--- src/rtl/uart_tx_core.sv ---
// uart_tx_core: 8-bit UART transmitter, LSB first, optional parity, 1 or 2 stop bits.
// A byte is taken on en_i while ready_o is high; tx_o is driven from a register.
module uart_tx_core #(
    parameter int CLKS_PER_BIT = 868,
    parameter int CTR_WID      = 10,
    parameter int PARITY       = 0,
    parameter int STOP_BITS    = 1
) (
    input  logic       clk_i,
    input  logic       rst_i,
    input  logic [7:0] data_i,
    input  logic       en_i,
    output logic       ready_o,
    output logic       tx_o,
    output logic [7:0] dbg_txcnt_o
);
    typedef enum logic [2:0] {
        S_IDLE,
        S_START,
        S_DATA,
        S_PARITY,
        S_STOP
    } state_t;

    localparam logic [CTR_WID-1:0] LAST_CNT  = CTR_WID'(CLKS_PER_BIT - 1);
    localparam logic [2:0]         LAST_STOP = 3'(STOP_BITS - 1);

    state_t             state_q, state_d;
    logic [CTR_WID-1:0] cnt_q, cnt_d;
    logic [2:0]         idx_q, idx_d;
    logic [7:0]         sh_q, sh_d;
    logic               par_q, par_d;
    logic               tx_d;
    logic [7:0]         txcnt_d;
    logic               bit_end;

    assign bit_end = (cnt_q == LAST_CNT);
    assign ready_o = (state_q == S_IDLE);

    always_ff @(posedge clk_i or posedge rst_i) begin
        if (rst_i) begin
            state_q     <= S_IDLE;
            cnt_q       <= '0;
            idx_q       <= '0;
            sh_q        <= '0;
            par_q       <= 1'b0;
            tx_o        <= 1'b1;
            dbg_txcnt_o <= '0;
        end else begin
            state_q     <= state_d;
            cnt_q       <= cnt_d;
            idx_q       <= idx_d;
            sh_q        <= sh_d;
            par_q       <= par_d;
            tx_o        <= tx_d;
            dbg_txcnt_o <= txcnt_d;
        end
    end

    always_comb begin
        state_d = state_q;
        cnt_d   = cnt_q;
        idx_d   = idx_q;
        sh_d    = sh_q;
        par_d   = par_q;
        txcnt_d = dbg_txcnt_o;

        if (state_q != S_IDLE) begin
            cnt_d = bit_end ? '0 : cnt_q + 1'b1;
        end

        unique case (state_q)
            S_IDLE: begin
                if (en_i) begin
                    state_d = S_START;
                    cnt_d   = '0;
                    sh_d    = data_i;
                    par_d   = (PARITY == 1) ? ~^data_i : ^data_i;
                end
            end
            S_START: begin
                if (bit_end) state_d = S_DATA;
            end
            S_DATA: begin
                if (bit_end) begin
                    sh_d  = {1'b0, sh_q[7:1]};
                    idx_d = idx_q + 3'd1;
                    if (idx_q == 3'd7) begin
                        idx_d   = '0;
                        state_d = (PARITY != 0) ? S_PARITY : S_STOP;
                    end
                end
            end
            S_PARITY: begin
                if (bit_end) state_d = S_STOP;
            end
            S_STOP: begin
                // idx_q is reused to count stop bits
                if (bit_end) begin
                    if (idx_q == LAST_STOP) begin
                        idx_d   = '0;
                        state_d = S_IDLE;
                        txcnt_d = dbg_txcnt_o + 8'd1;
                    end else begin
                        idx_d = idx_q + 3'd1;
                    end
                end
            end
            default: state_d = S_IDLE;
        endcase

        // line level follows the state being entered so tx_o lands on the same edge
        unique case (state_d)
            S_START:  tx_d = 1'b0;
            S_DATA:   tx_d = sh_d[0];
            S_PARITY: tx_d = par_d;
            default:  tx_d = 1'b1;
        endcase
    end
endmodule

--- config.mk ---
export PLATFORM = sky130hd
export DESIGN_NAME = uart_tx_core
export DESIGN_NICKNAME = d
export VERILOG_FILES = /design/src/rtl/uart_tx_core.sv
export SDC_FILE = /design/constraint.sdc
export NUM_CORES = 1
export LEC_CHECK = 0
export CORE_UTILIZATION = 50
export CTS_BUF_LIST = sky130_fd_sc_hd__clkbuf_16
export DETAILED_ROUTE_END_ITERATION = 10
export PLACE_DENSITY = 0.74
export SKIP_CTS_REPAIR_TIMING = 1
export SLEW_MARGIN = 20
export SYNTH_ARGS = -nofsm -noshare
export SYNTH_HDL_FRONTEND = slang
export SYNTH_SLANG_ARGS = --single-unit
export TNS_END_PERCENT = 30
--- constraint.sdc ---
create_clock -name clk_i -period 2.3 [get_ports clk_i]
set_clock_uncertainty 0.05 [all_clocks]
set_input_delay 0.69 -clock clk_i [delete_from_list [all_inputs] [get_ports clk_i]]
set_output_delay 0.69 -clock clk_i [all_outputs]
set_load 0.05 [all_outputs]
# Word level (Yosys, flattened, before mapping)
# Cells that the tools add are included.
[classes] eq_ne=12 n_addsub=3 n_reduce_logical=9 muxes=23
[ops] operator="2-to-1 mux 10 bit" count=4
[ops] operator="2-to-1 mux 3 bit" count=11
[ops] operator="2-to-1 mux 8 bit" count=2
[ops] operator="case mux 8 bit (2 select lines)" count=1
[ops] operator="case mux 3 bit (5 select lines)" count=1
[ops] operator="equality test 3 x 2 -> 1 bit (second input constant)" count=4
[ops] operator="adder 10 x 1 -> 10 bit (second input constant)" count=1
[ops] operator="equality test 10 bit (second input constant)" count=1
[ops] operator="AND reduction 3 bit" count=3
[ops] operator="adder 8 x 1 -> 8 bit (second input constant)" count=1
[ops] operator="XOR reduction 8 bit" count=1
[ops] operator="equality test 3 x 1 -> 1 bit (second input constant)" count=2
[ops] operator="equality test 3 bit (second input constant)" count=2
[ops] operator="zero test 3 bit" count=2
[ops] operator="inequality test 2 bit (second input constant)" count=3
[ops] operator="case mux 3 bit (2 select lines)" count=1
[ops] operator="nonzero test 2 bit" count=2
[ops] operator="adder 3 x 1 -> 3 bit (second input constant)" count=1
[ops] operator="case mux 1 bit (3 select lines)" count=1
[ops] operator="nonzero test 3 bit" count=1
[ops] operator="2-to-1 mux 1 bit" count=2
[word_totals] output_inout_bits=10 inputBits=11 reg_bits=34

# Longest topological paths before layout
[logic_depth] depth_word=6 ltp_mapped=8 mapped_depth_nobuf=7

# Least setup slack after synthesis
# Ideal clock, no wire load.
[synth_timing] kind="register to output" start="register state_q[0]" end="output port ready_o" path_slack_ps=196 t_required_ps=1560 path_buffers=2 arrival_ps=1364 path_stages_with_launch=5 cell_sequence="dfrtp_1 clkbuf_1 or3_1 clkbuf_1 inv_1"
[synth_via] elab_chain_len=1
[synth_rtl] element="start: declaration" line_no="28" source="state_t state_q, state_d;"
[synth_rtl] element="start signal: assignment" line_no="50" source="state_q <= state_d;"
[synth_rtl] element="zero test 3 bit" line_no="38" source="assign ready_o = (state_q == S_IDLE);"
[synth_rtl] element="end: declaration" line_no="13" source="output logic ready_o,"
# Every way passes these cells.

# Worst setup path in the final report
[layout_timing] start="register dbg_txcnt_o[3]" end="output port dbg_txcnt_o[3]"
[layout_rtl] element="start: declaration" line_no="15" source="output logic [7:0] dbg_txcnt_o"
[layout_rtl] element="start signal: assignment" line_no="56" source="dbg_txcnt_o <= txcnt_d;"
# No word-level cell between the ends.

==> flow_summary.ini <==
[finish]
multi_input_area_sq_um = 877
area_growth_pct = 24.6
antennaDiodeCount = 0
regArea_sq_um = 853
fillers = 262
drive_above_1_share_pct = 14.2
nets = 227

[critical_path]
crit_path_start_kind = register
setup.worst_path.end = dbg_txcnt_o[3]
worst-setup-path-type = reg2out
max_stage_delay_ps = 840
cp.arrival_ps = 1510
cp-startpoint = dbg_txcnt_o[3]$_DFFE_PP0P_
critical_path.cell_chain = clkdlybuf4s50_1
crit_fanout = 4
required_ps = 1560
path_buf_inv = 1
crit_cells = 1
reg2reg_depth = 6
reg2reg_from = cnt_q[0]$_DFF_PP0_
r2r_slack_ps = 190
crit_family = buffers and inverters
cp-end-kind = output port
crit_path_top_delay_cell = clkdlybuf4s50_1
reg2reg_to = idx_q[2]$_DFFE_PP0P_

[yosys]
netlist_instances = 184
synth_fp_nets = 200
synthAdderAreaFrac_pct = 3.47
synth-compound-area-share_pct = 13.1
postSynthAreaPerCell_sq_um = 9.79
synthMuxAreaShare_pct = 0.625
yosys_register_bits = 34
yosysMostFrequentCell = dfrtp_1
synth-seq-area-share_pct = 47.3
synth_top_family_by_area = simple AND/OR/NAND/NOR gates
synth_common_cells = dfrtp_1 (33), nand2_1 (24), xnor2_1 (17)
ys.flop_type = dfrtp_1
async_flop_share_pct = 100
yosysWarnings = 0
synthTopCellsByArea = dfrtp_1 (46%), xnor2_1 (8.3%), nand2_1 (5.0%), o21ai_0 (3.9%), ha_1 (3.5%)
syn-cell-area_sq_mm = 0.00180
synth_edf_count = 0
synth_top_area_share_pct = 45.8
synthSimpleGateAreaFrac_pct = 22.2
synth_top_area_cell = dfrtp_1
ys_types = 41
synth_xor_xnor_area_share_pct = 8.75

[clock_network]
clk_latency_ps = 280
numCtsBuffers = 5
cts_sinks = 34
cts_tree = yes
root_buffer = clkbuf_16
clkTransAtPathRegs_ps = 60
cts_buffer_depth = 2
htree_levels = 2

[timing]
slew_viol_final = 0
setup_tns_ps = 0
rsz0062_at_grt = no
max_slew.worst_pin.slew_ps = 517
finalHoldViolations = 0
final.period_utilization_pct = 97.7
period_minus_slack_ps = 2250
slew_headroom_pct = 65.4
fmax_ghz = 0.445
finalSetupViolations = 0

[global_routing]
grt_pass1_vias = 1425
grt_max_degree = 35
antenna_found_initial = 0
grt_usage_pct = 23.7
grt_pass1_wl_mm = 6.44
overflow = 0

[die]
start_util_pct = 53.2
core_sq_mm = 0.00339
rows = 21
fp.dieW_microns = 62.0
die_y_microns = 62.0
dieArea_sq_mm = 0.00385
ios = 21

[outcome]
outcome = complete, no violations

[routing]
wl_mm = 3.84
vias = 1448
wl_per_cell_microns = 14.9
ant_nets = 0
drc_errors = 0
routed_via_density = 5.61
drt-initial-drc-count = 69
first_pass_iters = 4

[pwr]
peakVddDrop_uv = 485
p_leak_nw = 0.994
power_mw = 1.41
p_per_area_mw_per_mm2 = 629

[place]
place.gp.congestion = 0.801
dp_hpwl_mm = 2.70
port-buffer-count = 20

[min_path]
hold_class = reg2reg

[job]
drv_cap = 0
-- logic make-up (layout without fill, tap and decap cells) --
kind of cell | Yosys count | after routing
and+or+nand+nor | 72 | 72
AOI/OAI and AO/OA | 37 | 37
DFF | 34 | 34
xor gates and xnor gates | 18 | 18
buffers and inverters | 17 | 45
adders and majority gates | 5 | 5
muxes | 1 | 1
-- how the worst min path moves through the flow --
stage	startpoint	end	slack, ps	cells past startpoint
after detailed placement	dbg_txcnt_o[7]$_DFFE_PP0P_	dbg_txcnt_o[7]$_DFFE_PP0P_	420	1
after global placement	dbg_txcnt_o[7]$_DFFE_PP0P_	dbg_txcnt_o[7]$_DFFE_PP0P_	410	1
final	dbg_txcnt_o[7]$_DFFE_PP0P_	dbg_txcnt_o[7]$_DFFE_PP0P_	420	1
after floorplan	sh_q[1]$_DFFE_PP0P_	sh_q[1]$_DFFE_PP0P_	400	2
after global routing	sh_q[1]$_DFFE_PP0P_	sh_q[1]$_DFFE_PP0P_	450	2
after CTS	dbg_txcnt_o[7]$_DFFE_PP0P_	dbg_txcnt_o[7]$_DFFE_PP0P_	420	1
-- cell type report --
class / count / share of cell area (%)
clock inverters: 3 / 1.67
flip-flops and latches: 34 / 38.0
well taps: 46 / 2.56
clock buffers: 5 / 5.57
multi-input cells: 133 / 39.1
inverters: 9 / 1.51
repair buffers: 28 / 11.6
-- stage by stage --
step	utilization, %	cells	cell area, sq um	hold WS (ps)	worst slack, ps
detailed placement	61.1	250	2070	415	98.8
CTS	65.9	258	2230	423	-33.1
finish	66.2	258	2240	419	53.0
global route	66.2	258	2240	448	15.2
global placement	61.1	250	2070	411	181
floorplan	-	184	1800	396	196
-- power breakdown --
part	switching (mW)	leakage, nW	internal [mW]
combinational	0.0296	0.479	0.0324
sequential	0.00418	0.433	0.605
clock	0.238	0.0826	0.503
-- per-layer routing --
layer  share of wire (%)  global-route usage [%]  vias to the layer above
met2                  51                    39.8                       37
met4                 1.5                    9.84                        0
li1                    -                       -                      699
met5                   0                       0                        -
met1                  44                    30.0                      704
met3                 3.9                    4.35                        8
-- registers in the layout, summed over array words and instances, names as in the netlist --
signal	cells
cnt_q	10
dbg_txcnt_o	8
idx_q	3
par_q	1
sh_q	8
state_q	3
tx_o	1
-- cells in the final DEF, fill, tap and decap left out, types with 2 or more instances in the layout --
cell,count
dfrtp_1,32
nand2_1,24
xnor2_1,17
clkdlybuf4s50_1,15
o21ai_0,14
buf_4,12
nor2_1,9
inv_1,9
a22oi_1,6
nand3_1,6
nand4_1,6
and3_1,6
ha_1,5
clkbuf_16,5
o21ai_1,4
o31ai_1,4
nor3_1,3
or2_1,2
or3b_1,2
or3_4,2
a21oi_1,2
o41ai_1,2
nor2b_1,2
(Power assumes the default switching activity.)
